===== src/rtl/vx_alu_sched_pkg.sv =====
// Shared types and constants for the ALU issue scheduler: output-buffer state
// encoding, credit counter width and an index-width helper.
package vx_alu_sched_pkg;

   localparam int CREDIT_W = 4;

   typedef enum logic {
      ALU_SCHED_EMPTY = 1'b0,
      ALU_SCHED_FULL  = 1'b1
   } buf_state_e;

   // A single-slot configuration still needs a 1-bit select/pointer.
   function automatic int idx_width(input int n);
      return (n > 1) ? $clog2(n) : 1;
   endfunction

endpackage


===== src/rtl/vx_alu_sched_rr.sv =====
// Round-robin selector: picks the first eligible slot strictly after ptr,
// wrapping around, and returns it both one-hot and as an index.
module vx_alu_sched_rr #(
   parameter int NUM_REQS = 4,
   parameter int IDX_W    = 2
) (
   input  logic [NUM_REQS-1:0] eligible,
   input  logic [IDX_W-1:0]    ptr,
   output logic [NUM_REQS-1:0] grant,
   output logic [IDX_W-1:0]    grant_idx,
   output logic                grant_valid
);

   logic [IDX_W-1:0] slot;

   always_comb begin
      grant       = '0;
      grant_idx   = '0;
      grant_valid = 1'b0;
      slot        = '0;
      // Offset k=NUM_REQS revisits ptr itself last, so it can win when alone.
      for (int k = 1; k <= NUM_REQS; k++) begin
         slot = IDX_W'((int'(ptr) + k) % NUM_REQS);
         if (!grant_valid && eligible[slot]) begin
            grant[slot] = 1'b1;
            grant_idx   = slot;
            grant_valid = 1'b1;
         end
      end
   end

endmodule


===== src/rtl/vx_alu_sched.sv =====
// Shared-ALU issue scheduler: round-robin over issue slots into a one-entry
// output buffer, with muldiv credit tracking. Define VX_ALU_SCHED_PERF_EN to
// add the perf_stalls counter output.
module vx_alu_sched
   import vx_alu_sched_pkg::*;
#(
   parameter int NUM_REQS    = 4,
   parameter int DATAW       = 64,
   parameter int MDV_CREDITS = 4,
   localparam int SEL_W      = idx_width(NUM_REQS)
) (
   input  logic                      clk,
   input  logic                      reset,
   input  logic [NUM_REQS-1:0]       req_valid,
   input  logic [NUM_REQS*DATAW-1:0] req_data,
   input  logic [NUM_REQS-1:0]       req_is_mdv,
   output logic [NUM_REQS-1:0]       req_ready,
   output logic                      out_valid,
   output logic [DATAW-1:0]          out_data,
   output logic                      out_is_mdv,
   output logic [SEL_W-1:0]          out_sel,
   input  logic                      out_ready,
   input  logic                      mdv_done,
   output logic [CREDIT_W-1:0]       mdv_credits
`ifdef VX_ALU_SCHED_PERF_EN
   ,
   output logic [31:0]               perf_stalls
`endif
);

   localparam logic [CREDIT_W-1:0] MAX_CREDITS = CREDIT_W'(MDV_CREDITS);

   buf_state_e          state_q, state_d;
   logic [DATAW-1:0]    out_data_q, out_data_d;
   logic                out_is_mdv_q, out_is_mdv_d;
   logic [SEL_W-1:0]    out_sel_q, out_sel_d;
   logic [SEL_W-1:0]    rr_ptr_q, rr_ptr_d;
   logic [CREDIT_W-1:0] credits_q, credits_d;

   logic                can_grant;
   logic [NUM_REQS-1:0] eligible;
   logic [NUM_REQS-1:0] rr_grant;
   logic [SEL_W-1:0]    rr_idx;
   logic                rr_valid;
   logic                grant_fire;
   logic                take_credit;
   logic                give_credit;

   // A slot may only win when the buffer frees up this cycle.
   assign can_grant = (state_q == ALU_SCHED_EMPTY) || out_ready;

   always_comb begin
      eligible = '0;
      for (int i = 0; i < NUM_REQS; i++) begin
         eligible[i] = can_grant && req_valid[i] && (!req_is_mdv[i] || (credits_q != '0));
      end
   end

   vx_alu_sched_rr #(
      .NUM_REQS (NUM_REQS),
      .IDX_W    (SEL_W)
   ) u_rr (
      .eligible    (eligible),
      .ptr         (rr_ptr_q),
      .grant       (rr_grant),
      .grant_idx   (rr_idx),
      .grant_valid (rr_valid)
   );

   assign grant_fire  = rr_valid && !reset;
   assign req_ready   = reset ? '0 : rr_grant;
   assign take_credit = grant_fire && req_is_mdv[rr_idx];
   // A return at full credits is an upstream bug; drop it rather than overflow.
   assign give_credit = mdv_done && (credits_q != MAX_CREDITS);

   always_comb begin
      state_d      = state_q;
      out_data_d   = out_data_q;
      out_is_mdv_d = out_is_mdv_q;
      out_sel_d    = out_sel_q;
      rr_ptr_d     = rr_ptr_q;
      credits_d    = credits_q;

      if (grant_fire) begin
         state_d      = ALU_SCHED_FULL;
         out_data_d   = req_data[int'(rr_idx)*DATAW +: DATAW];
         out_is_mdv_d = req_is_mdv[rr_idx];
         out_sel_d    = rr_idx;
         rr_ptr_d     = rr_idx;
      end else if (out_ready) begin
         state_d = ALU_SCHED_EMPTY;
      end

      if (take_credit && !give_credit) begin
         credits_d = credits_q - 1'b1;
      end else if (give_credit && !take_credit) begin
         credits_d = credits_q + 1'b1;
      end
   end

   always_ff @(posedge clk or posedge reset) begin
      if (reset) begin
         state_q      <= ALU_SCHED_EMPTY;
         out_data_q   <= '0;
         out_is_mdv_q <= 1'b0;
         out_sel_q    <= '0;
         rr_ptr_q     <= SEL_W'(NUM_REQS - 1);
         credits_q    <= MAX_CREDITS;
      end else begin
         state_q      <= state_d;
         out_data_q   <= out_data_d;
         out_is_mdv_q <= out_is_mdv_d;
         out_sel_q    <= out_sel_d;
         rr_ptr_q     <= rr_ptr_d;
         credits_q    <= credits_d;
      end
   end

   assign out_valid   = (state_q == ALU_SCHED_FULL);
   assign out_data    = out_data_q;
   assign out_is_mdv  = out_is_mdv_q;
   assign out_sel     = out_sel_q;
   assign mdv_credits = credits_q;

   mdv_overflow_a: assert property (@(posedge clk) disable iff (reset)
      !(mdv_done && (credits_q == MAX_CREDITS)));

`ifdef VX_ALU_SCHED_PERF_EN
   logic [31:0] perf_stalls_q, perf_stalls_d;

   always_comb begin
      perf_stalls_d = perf_stalls_q;
      if ((|req_valid) && !grant_fire) begin
         perf_stalls_d = perf_stalls_q + 32'd1;
      end
   end

   always_ff @(posedge clk or posedge reset) begin
      if (reset) begin
         perf_stalls_q <= '0;
      end else begin
         perf_stalls_q <= perf_stalls_d;
      end
   end

   assign perf_stalls = perf_stalls_q;
`endif

endmodule


===== config.mk =====
export PLATFORM = sky130hd
export DESIGN_NAME = vx_alu_sched
export DESIGN_NICKNAME = d
export VERILOG_FILES = /design/src/rtl/vx_alu_sched_pkg.sv /design/src/rtl/vx_alu_sched_rr.sv /design/src/rtl/vx_alu_sched.sv
export SDC_FILE = /design/constraint.sdc
export NUM_CORES = 1
export LEC_CHECK = 0
export BUFFER_PORTS_ARGS = -buffer_cell sky130_fd_sc_hd__buf_2
export CORE_AREA = 5 5 130 132
export CTS_CLUSTER_DIAMETER = 40
export DETAILED_ROUTE_END_ITERATION = 7
export DIE_AREA = 0 0 135 137
export PLACE_DENSITY = 0.77
export SLEW_MARGIN = 30
export SYNTH_ARGS = -nofsm -noshare
export SYNTH_HDL_FRONTEND = slang
export SYNTH_SLANG_ARGS = --single-unit

===== constraint.sdc =====
create_clock -name clk -period 7.82 [get_ports clk]
set_input_delay 1.564 -clock clk [delete_from_list [all_inputs] [get_ports clk]]
set_output_delay 1.564 -clock clk [all_outputs]
set_load 0.02 [all_outputs]

==> run_results.csv <==
group,metric,value,unit
floorplan,die_height,137,um
cts,cts_hold_buffers,0,
floorplan,die_x,135,um
yosys,syn-cell-area,0.00580,mm2
worst_hold_path,holdCritPathClass,"flip-flop to flip-flop",
timing,setup_viol,0,
yosys,synthArstFlopShare,100,%
global_routing,grt_pass1_wl,29.3,mm
finish,nFillCells,1506,
job,drv_cap,0,
cts,clock_latency,0.33,ns
power,powerDensity,395,mW/mm2
drt,viasPerCell,5.18,
floorplan,coreArea,0.0156,mm2
timing,tns,0,ns
floorplan,start_util,37.2,%
drt,wl,19.1,mm
critical_path,slowest_stage,"o22ai_1",
critical_path,cp.arrival,3.11,ns
yosys,synthesis.nets,919,
cts,clockBufferDepth,2,
floorplan,rows,46,
drt,post-route-drc-count,0,
floorplan,ios,344,
global_routing,grt_pass1_vias,5986,
cts,clock-sinks,74,
critical_path,path_delay_family,"compound AO/OA/AOI/OAI gates",
yosys,synth_largest_area_cell,"dfrtp_1",
worst_hold_path,min_to,"out_sel[1]",
yosys,synth_top_area_share,30.6,%
timing,rsz0062_at_grt,"false",
timing,fin_crit,4.67,ns
yosys,synth_most_common_cell,"nor3_1",
yosys,synth_commonest_cells,"nor3_1 (130), nor2_1 (72), dfrtp_1 (71)",
timing,holdWs,0.481,ns
global_routing,antenna_found_initial,0,
global_routing,gr-total-overflow,0,
drt,ant_nets,0,
drt,dr.pass1.iters,6,
critical_path,reg2reg_depth,15,
drt,wl_per_cell,16.5,um
yosys,ys_ff_latch,74,
power,fin_total_pwr,0.00314,W
timing,hold_viol_final,0,
drt,vias,6018,
timing,maxSlewHeadroom,37.4,%
cts,h-tree-depth,3,
floorplan,dieArea,0.0185,mm2
placed_design,globalplace.congestion,0.855,
critical_path,r2r-end,"mdv_credits[3]",
yosys,ys_seq_area_share,32.0,%
yosys,synthTopCellsByArea,"dfrtp_1 (31%), mux2i_1 (12%), nor3_1 (11%), mux2_2 (10%), a211oi_1 (6.7%)",
critical_path,slowest_delay,0.39,ns
timing,worst_slew_pin_slew,0.939,ns
cts,post_cts.repair.setup_buffers,0,
critical_path,cp_max_fo,8,
timing,slew_viol_final,0,
critical_path,r2r-start,"mdv_credits[1]",
finish,area_growth,37.0,%
global_routing,grt_max_degree,75,
yosys,avgSynthCellArea,9.08,um2
critical_path,cp_cell_sequence,"buf_2 -> nand2b_1 -> nand2_1 -> o22ai_1 -> a22o_1 -> mux2i_1 -> a21oi_1 -> buf_2",
finish,n_antenna_cell,0,
power,power.leakage,3.94,nW
yosys,synthFlopType,"dfrtp_1",
finish,fin_nets,1221,
critical_path,rrSetupSlack,3.76,ns
critical_path,path_buf_inv,2,
drt,drt_iter0_drc,226,
power,peakVddDrop,0.294,mV
run_status,status,"complete, no violations",
critical_path,start_kind,"primary input",
yosys,synth_cells,639,
yosys,synth_warnings,0,
placed_design,place_hpwl,14.3,mm
cts,cts_resized,0,
critical_path,cpMostUsedCell,"buf_2",
worst_hold_path,hp-start,"out_sel[1]",
yosys,synth_edf_count,0,
cts,numCtsBuffers,9,
timing,finClkSkew,0.0103,ns
critical_path,crit_path_end_kind,"output pin",
yosys,synth_cell_type_count,45,
critical_path,crit_type,"primary input to output pin",
finish,fin_util,51.0,%
cts,path_clk_slew,0.05,ns
placed_design,io_buffers,343,
timing,period_share,59.7,%
critical_path,critPathRequiredTime,6.26,ns
timing,fmax,214,MHz
finish,drive_above_1_share,47.7,%
cts,root_buffer,"clkbuf_16",
worst_hold_path,min_path_cells,2,
global_routing,grt_usage,19.7,%
cts,tritoncts,"yes",
## power by group
group          internal, W  total, W  switching [W]  leakage (nW)
sequential        0.000579  0.000702       0.000123         0.816
combinational     0.000800   0.00195        0.00115          2.96
clock             0.000329  0.000488       0.000159         0.169
## routing by layer
layer	GRT usage [%]	routed length, um
met5	0	0
met4	5.32	321
met3	6.10	1500
met2	35.2	9720
met1	22.9	7600
## worst max path at each step
stage | from | to | slack [ns] | depth (start not counted)
2_1_floorplan | out_ready | mdv_credits[3] | 3.20 | 17
3_3_place_gp | req_is_mdv[1] | req_ready[0] | 3.16 | 8
3_5_place_dp | out_ready | mdv_credits[3] | 3.16 | 15
4_1_cts | req_is_mdv[3] | req_ready[0] | 3.17 | 8
5_1_grt | req_is_mdv[3] | req_ready[2] | 2.97 | 8
6_report | out_ready | req_ready[0] | 3.15 | 8
## cell families after synthesis
family,count (synthesis),share of synthesized area [%]
XOR/XNOR,4,0.604
AND/OR/NAND/NOR,238,18.8
flip-flops,74,32.0
buffers and inverters,71,5.89
adder cells (fa/ha/maj),12,2.72
AO/OA/AOI/OAI,106,14.8
multiplexers,134,25.2
## state kept, by name (all words and copies together) (netlist names)
register	flops
mdv_credits	4
out_data	64
out_is_mdv	1
out_sel	2
out_valid	1
rr_ptr_q	2
## placed cells by master (no fill, tap or decap), types with 3 or more instances in the layout
| cell type | netlist | routed |
|---|---|---|
| mux2i_1 | 70 | 70 |
| ha_1 | 11 | 11 |
| nand3_1 | 3 | 3 |
| nand2b_1 | 3 | 3 |
| dfstp_2 | 3 | 3 |
| nor2_1 | 72 | 71 |
| mux2_4 | 10 | 10 |
| buf_2 | 9 | 343 |
| nand2_1 | 22 | 22 |
| bufinv_16 | 0 | 3 |
| buf_4 | 1 | 7 |
| a211oi_2 | 12 | 12 |
| a211oi_1 | 52 | 52 |
| o211a_1 | 4 | 4 |
| mux2_2 | 52 | 52 |
| a21oi_1 | 11 | 11 |
| a22o_1 | 4 | 4 |
| inv_1 | 10 | 9 |
| o21ai_0 | 8 | 8 |
| nor3_1 | 130 | 130 |
| clkbuf_16 | 0 | 9 |
| dfrtp_1 | 71 | 71 |
## worst reg2reg max path: stages (launching register included)
cell,delay (ns)
dfrtp_1,0.47
or4_1,0.65
o211a_1,0.28
nor2_1,0.15
o22ai_1,0.20
and2_1,0.24
a221oi_4,0.36
mux2i_1,0.29
o22ai_1,0.11
ha_1,0.24
ha_1,0.27
a21o_1,0.17
a21oi_1,0.17
xnor2_1,0.13
nor2_1,0.06
xor2_1,0.14
## stage by stage
step	setup WS, ns	cells	area [um2]
after CTS	3.17	1161	7920
after floorplan	3.20	639	5800
after detailed placement	3.16	1145	7560
final	3.15	1162	7950
after global routing	2.97	1162	7950
after global placement	3.16	1145	7560
## cell type report
cell class / instances / area, um2 / share of cell area, %
clock buffer: 12 / 256 / 3.23
timing repair buffer: 352 / 1810 / 22.7
sequential: 74 / 1860 / 23.3
tap: 216 / 270 / 3.40
multi-input combinational: 494 / 3620 / 45.6
clock inverter: 4 / 97.6 / 1.23
inverter: 10 / 38.8 / 0.488
(Power assumes the default switching activity.)
